### src/rtl/serial_frame_if.sv
// Handshake bundle between the serial front end and the frame controller:
// bit-rate enable and serial line in, header/payload status and per-port data out.
interface serial_frame_if #(
   parameter int PORT_W = 2,
   parameter int LEN_W  = 4
);
   localparam int NPORT = 2**PORT_W;

   logic              clk_en;
   logic              serin;
   logic              busy;
   logic [PORT_W-1:0] port_num;
   logic [LEN_W-1:0]  data_len;
   logic [LEN_W-1:0]  rem_cnt;
   logic [NPORT-1:0]  p_out;
   logic [NPORT-1:0]  p_valid;
   logic              done;
   logic              zero_len;

   modport master (
      output clk_en, serin,
      input  busy, port_num, data_len, rem_cnt, p_out, p_valid, done, zero_len
   );

   modport slave (
      input  clk_en, serin,
      output busy, port_num, data_len, rem_cnt, p_out, p_valid, done, zero_len
   );
endinterface

### src/rtl/serial_frame_ctrl.sv
// Serial frame controller: start bit, MSB-first port and length headers, then
// payload bits routed to the addressed output port with a one-clk valid pulse.
module serial_frame_ctrl #(
   parameter int PORT_W = 2,
   parameter int LEN_W  = 4
) (
   input  logic         clk,
   input  logic         rst,
   serial_frame_if.slave bus
);
   localparam int NPORT = 2**PORT_W;
   localparam int MAX_W = (PORT_W > LEN_W) ? PORT_W : LEN_W;
   localparam int CNT_W = $clog2(MAX_W) + 1;

   typedef enum logic [1:0] {
      IDLE = 2'd0,
      PORT = 2'd1,
      LEN  = 2'd2,
      DATA = 2'd3
   } state_t;

   state_t            state_q;
   logic [CNT_W-1:0]  cnt_q;
   logic [PORT_W-1:0] port_sh_q;
   logic [LEN_W-1:0]  len_sh_q;
   logic              busy_q;
   logic [PORT_W-1:0] port_num_q;
   logic [LEN_W-1:0]  data_len_q;
   logic [LEN_W-1:0]  rem_cnt_q;
   logic [NPORT-1:0]  p_out_q;
   logic [NPORT-1:0]  p_valid_q;
   logic              done_q;
   logic              zero_len_q;

   logic [PORT_W-1:0] port_next_s;
   logic [LEN_W-1:0]  len_next_s;

   // Shadow values including the bit sampled on this step, so the commit sees the full field.
   assign port_next_s = (port_sh_q << 1) | PORT_W'(bus.serin);
   assign len_next_s  = (len_sh_q << 1) | LEN_W'(bus.serin);

   // Frame sequencer with all outputs registered; pulses drop every clk regardless of clk_en.
   always_ff @(posedge clk) begin
      if (rst) begin
         state_q    <= IDLE;
         cnt_q      <= {CNT_W{1'b0}};
         port_sh_q  <= {PORT_W{1'b0}};
         len_sh_q   <= {LEN_W{1'b0}};
         busy_q     <= 1'b0;
         port_num_q <= {PORT_W{1'b0}};
         data_len_q <= {LEN_W{1'b0}};
         rem_cnt_q  <= {LEN_W{1'b0}};
         p_out_q    <= {NPORT{1'b0}};
         p_valid_q  <= {NPORT{1'b0}};
         done_q     <= 1'b0;
         zero_len_q <= 1'b0;
      end else begin
         p_valid_q  <= {NPORT{1'b0}};
         done_q     <= 1'b0;
         zero_len_q <= 1'b0;
         if (bus.clk_en) begin
            case (state_q)
               IDLE: begin
                  if (bus.serin == 1'b0) begin
                     state_q <= PORT;
                     busy_q  <= 1'b1;
                     cnt_q   <= {CNT_W{1'b0}};
                  end
               end
               PORT: begin
                  port_sh_q <= port_next_s;
                  cnt_q     <= cnt_q + CNT_W'(1);
                  if (cnt_q == CNT_W'(PORT_W - 1)) begin
                     state_q <= LEN;
                     cnt_q   <= {CNT_W{1'b0}};
                  end
               end
               LEN: begin
                  len_sh_q <= len_next_s;
                  cnt_q    <= cnt_q + CNT_W'(1);
                  if (cnt_q == CNT_W'(LEN_W - 1)) begin
                     cnt_q      <= {CNT_W{1'b0}};
                     port_num_q <= port_sh_q;
                     data_len_q <= len_next_s;
                     rem_cnt_q  <= len_next_s;
                     if (len_next_s == {LEN_W{1'b0}}) begin
                        state_q    <= IDLE;
                        busy_q     <= 1'b0;
                        done_q     <= 1'b1;
                        zero_len_q <= 1'b1;
                     end else begin
                        state_q <= DATA;
                     end
                  end
               end
               DATA: begin
                  p_out_q[port_num_q]   <= bus.serin;
                  p_valid_q[port_num_q] <= 1'b1;
                  rem_cnt_q             <= rem_cnt_q - LEN_W'(1);
                  if (rem_cnt_q == LEN_W'(1)) begin
                     state_q <= IDLE;
                     busy_q  <= 1'b0;
                     done_q  <= 1'b1;
                  end
               end
               default: begin
                  state_q <= IDLE;
                  busy_q  <= 1'b0;
               end
            endcase
         end
      end
   end

   assign bus.busy     = busy_q;
   assign bus.port_num = port_num_q;
   assign bus.data_len = data_len_q;
   assign bus.rem_cnt  = rem_cnt_q;
   assign bus.p_out    = p_out_q;
   assign bus.p_valid  = p_valid_q;
   assign bus.done     = done_q;
   assign bus.zero_len = zero_len_q;
endmodule
### src/flat_wrapper.sv
// flat-port wrapper written by rule: the top's interface ports become plain ports
module serial_frame_ctrl_flat 
#(
   parameter int PORT_W = 2,
   parameter int LEN_W  = 4
)
  (clk, rst, bus_clk_en, bus_serin, bus_busy, bus_port_num, bus_data_len, bus_rem_cnt, bus_p_out, bus_p_valid, bus_done, bus_zero_len);
  serial_frame_if #(.PORT_W(PORT_W), .LEN_W(LEN_W)) bus_i ();
  input  logic clk;
  input  logic rst;
  input wire logic [$bits(bus_i.clk_en)-1:0] bus_clk_en;
  input wire logic [$bits(bus_i.serin)-1:0] bus_serin;
  output wire logic [$bits(bus_i.busy)-1:0] bus_busy;
  output wire logic [$bits(bus_i.port_num)-1:0] bus_port_num;
  output wire logic [$bits(bus_i.data_len)-1:0] bus_data_len;
  output wire logic [$bits(bus_i.rem_cnt)-1:0] bus_rem_cnt;
  output wire logic [$bits(bus_i.p_out)-1:0] bus_p_out;
  output wire logic [$bits(bus_i.p_valid)-1:0] bus_p_valid;
  output wire logic [$bits(bus_i.done)-1:0] bus_done;
  output wire logic [$bits(bus_i.zero_len)-1:0] bus_zero_len;
  assign bus_i.clk_en = bus_clk_en;
  assign bus_i.serin = bus_serin;
  assign bus_busy = bus_i.busy;
  assign bus_port_num = bus_i.port_num;
  assign bus_data_len = bus_i.data_len;
  assign bus_rem_cnt = bus_i.rem_cnt;
  assign bus_p_out = bus_i.p_out;
  assign bus_p_valid = bus_i.p_valid;
  assign bus_done = bus_i.done;
  assign bus_zero_len = bus_i.zero_len;
  serial_frame_ctrl #(.PORT_W(PORT_W), .LEN_W(LEN_W)) u_core (.clk(clk), .rst(rst), .bus(bus_i));
endmodule
### config.mk
export PLATFORM = sky130hd
export DESIGN_NAME = serial_frame_ctrl_flat
export DESIGN_NICKNAME = d
export VERILOG_FILES = /design/src/rtl/serial_frame_if.sv /design/src/rtl/serial_frame_ctrl.sv /design/src/flat_wrapper.sv
export SDC_FILE = /design/constraint.sdc
export NUM_CORES = 1
export LEC_CHECK = 0
export ABC_AREA = 1
export BUFFER_PORTS_ARGS = -buffer_cell sky130_fd_sc_hd__buf_2
export CORE_MARGIN = 10
export CORE_UTILIZATION = 55
export CTS_BUF_LIST = sky130_fd_sc_hd__clkbuf_8 sky130_fd_sc_hd__clkbuf_16
export CTS_CLUSTER_DIAMETER = 60
export CTS_CLUSTER_SIZE = 10
export DETAILED_ROUTE_END_ITERATION = 7
export GPL_TIMING_DRIVEN = 0
export PLACE_DENSITY = 0.84
export SYNTH_ARGS = -nofsm -noshare
export SYNTH_HDL_FRONTEND = slang
export SYNTH_SLANG_ARGS = --single-unit
export TNS_END_PERCENT = 50
### constraint.sdc
create_clock -name clk -period 3.5 [get_ports clk]
set_input_delay 0.35 -clock clk [delete_from_list [all_inputs] [get_ports clk]]
set_output_delay 0.35 -clock clk [all_outputs]
set_load 0.02 [all_outputs]
==> run metrics <==
top-area cell type share of the netlist area 0.399; top area cells in the synthesized netlist dfxtp_1 (40%), nand2_1 (11%), ha_1 (9.7%); Slew Viols, Final 0; initial antenna violation count 0; register cell area after layout 621 sq um; Syn. warnings 0; Diodes inserted 0; fmax 644 MHz; CTS hold repair buffers 0; drt wl/cell 12.5 microns; crit path max fanout 7; Starting Density 0.569; vias 1374; die width 73.2 microns; Async SR Flop Fraction 0; Worst VDD drop 0.399 mV; post-route ant nets 0; vias in the first global route 1268; Global Route Usage Sum 0.129; post-cts sizing count 0; most used cell along the critical path nand2_1; clock skew 4.35 ps; Ports 25; maxcap violations 0; Placement Cell Area 0.00170 sq mm; Synth Net Count 225; Min Clock Period, post-route 1550 ps; Area Overhead vs Synth 14.9%; Hold Path Class in -> reg; first-pass GRT wire length 5490 microns; Post-synth EDFFs 0; Crit path required time 3720 ps; H-tree Lvls 2; Crit. End Element flip-flop; drt drc 0; routed wire length 3340 microns; largest net degree at the start of global routing 11; Slew HR 0.683; CP Launch Type flip-flop; Multi-input gate area 776 sq um; TritonCTS Buffers 5; IO Port Bufs 21; pre-CTS setup slack 1980 ps; Largest stage delay, worst path 450 ps; RSZ-0062 raised after global routing no; Sum Neg Setup Slack 0 ps; ratio of cells with drive above 1 in the final layout 0.186; Avg Cell Area, Syn 7.44 sq um; DRT iter0 DRCs 35; filler instances 235; Clock Path Buffers 2; Die H 73.2 microns; cell area after synthesis 0.00156 sq mm; finished layout cell area 0.00179 sq mm; Worst-Margin Slew 476 ps; nets@finish 253; Core ar. 0.00273 sq mm; Design Power 0.000714 W; fin crit share 0.444; Worst Reg-to-Reg Cells 9; flops & latches, synth 31; setup ws final 1950 ps; slowest CP cell dfxtp_1; Min-Delay Path Depth 3; Primary FF master, synth dfxtp_1; Placed Cells 261; fin cells 268; CTS Root Cell clkbuf_8; GPL Wtd Cong 0.869; critical path arrival 1780 ps; Vias per Instance 5.13; Pre-Repair DR Iteration Count 4; Synth area leader dfxtp_1; family with the most delay on the worst path simple AND/OR/NAND/NOR gates; most frequent cell after synthesis nand2_1; Final setup viols 0; Final HPWL DP 2480 microns; CTS tree yes; clock latency on the worst-skew pair 290 ps; clk sink count 31; cells after synthesis 209; Reg clk slew, reported paths 60 ps; Setup Crit Path Kind reg -> reg; post-synthesis sequential area ratio 0.399; critical-path cell list inv_1 > ha_1 > nand2_4 > nand2_2 > nor2_2 > nand2_1 > nor2_1 > nand2_1 > a21oi_1; leak pwr 0.819 nW; total grt overflow 0; Setup Buffers After CTS 0; row cnt 19; outcome finished clean; critical path depth 9; Buf+Inv Stages, Crit Path 1; P per Cell Area 400 mW/mm^2; final hold violation count 0; die area 0.00535 sq mm; Yosys cell types 27; Post-synth top cells nand2_1 (45), dfxtp_1 (31), inv_1 (26)
[report_power, final]
part / internal, W / switching (W) / total, W
combinational: 0.0000234 / 0.0000451 / 0.0000684
clock: 0.000154 / 0.000128 / 0.000282
sequential: 0.000359 / 0.00000525 / 0.000364
total: 0.000536 / 0.000178 / 0.000714
[layout make-up]
cell class / count / share of cell area
Multi-Input combinational cell: 144 / 0.434
Sequential cell: 31 / 0.347
Timing Repair Buffer: 21 / 0.0588
Inverter: 27 / 0.0581
Clock buffer: 6 / 0.0462
Buffer: 7 / 0.0308
Tap cell: 31 / 0.0217
Clock inverter: 1 / 0.00280
[cells in the final DEF, fill, tap and decap left out, types with 2 or more instances in the layout]
| master | count |
|---|---|
| dfxtp_1 | 31 |
| ha_1 | 12 |
| nand2_4 | 3 |
| a21oi_1 | 22 |
| nor2_1 | 21 |
| nand2_1 | 45 |
| clkbuf_8 | 6 |
| nand4_1 | 2 |
| nand3_1 | 14 |
| o21ai_0 | 14 |
| inv_1 | 26 |
| buf_2 | 22 |
| buf_6 | 3 |
[flip-flops by register name (all words and copies together), names as in the netlist]
register             count
u_core.port_sh_q         2
u_core.bus.port_num      2
u_core.len_sh_q          3
u_core.cnt_q             3
u_core.state_q           2
u_core.bus.done          1
u_core.bus.rem_cnt       4
u_core.bus.p_out         4
u_core.bus.data_len      4
u_core.bus.p_valid       4
u_core.bus.busy          1
u_core.bus.zero_len      1
[kinds of logic (layout without fill, tap and decap cells)]
kind of cell,count (synthesis),in the layout,share of synthesized area
simple gates,93,93,0.273
compound gates,39,39,0.130
buf+inv,34,62,0.102
flops,31,31,0.399
fa+ha+maj,12,12,0.0965
[final timing paths]
check                                                      start  slack, ps                               end
worst max-delay path              u_core.state_q[1]$_SDFFE_PP0P_       1950    u_core.state_q[1]$_SDFFE_PP0P_
worst max register to register    u_core.state_q[1]$_SDFFE_PP0P_       1950    u_core.state_q[1]$_SDFFE_PP0P_
worst min register to register  u_core.bus.p_out[2]$_SDFFE_PP0P_        440  u_core.bus.p_out[2]$_SDFFE_PP0P_
worst min-delay path                                   bus_serin        350   u_core.len_sh_q[0]$_SDFFE_PP0P_
[per-stage QoR]
stage / hold slack [ps] / util
after floorplan: 448 / -
after global placement: 429 / 0.622
after detailed placement: 438 / 0.622
after CTS: 345 / 0.654
after global routing: 359 / 0.654
final: 351 / 0.654
[layer usage]
| metal | wire (microns) | vias to the layer above | GRT usage |
|---|---|---|---|
| met5 | 0 | - | 0 |
| met2 | 1660 | 28 | 0.218 |
| met3 | 208 | 8 | 0.0463 |
| met1 | 1420 | 617 | 0.139 |
| met4 | 58 | 0 | 0.0591 |
| li1 | - | 721 | - |
[worst min-delay path, stage by stage]
cell	delay, ps
buf_6	120
nand2_1	60
a21oi_1	50
Power figures use the tool's default switching activity.
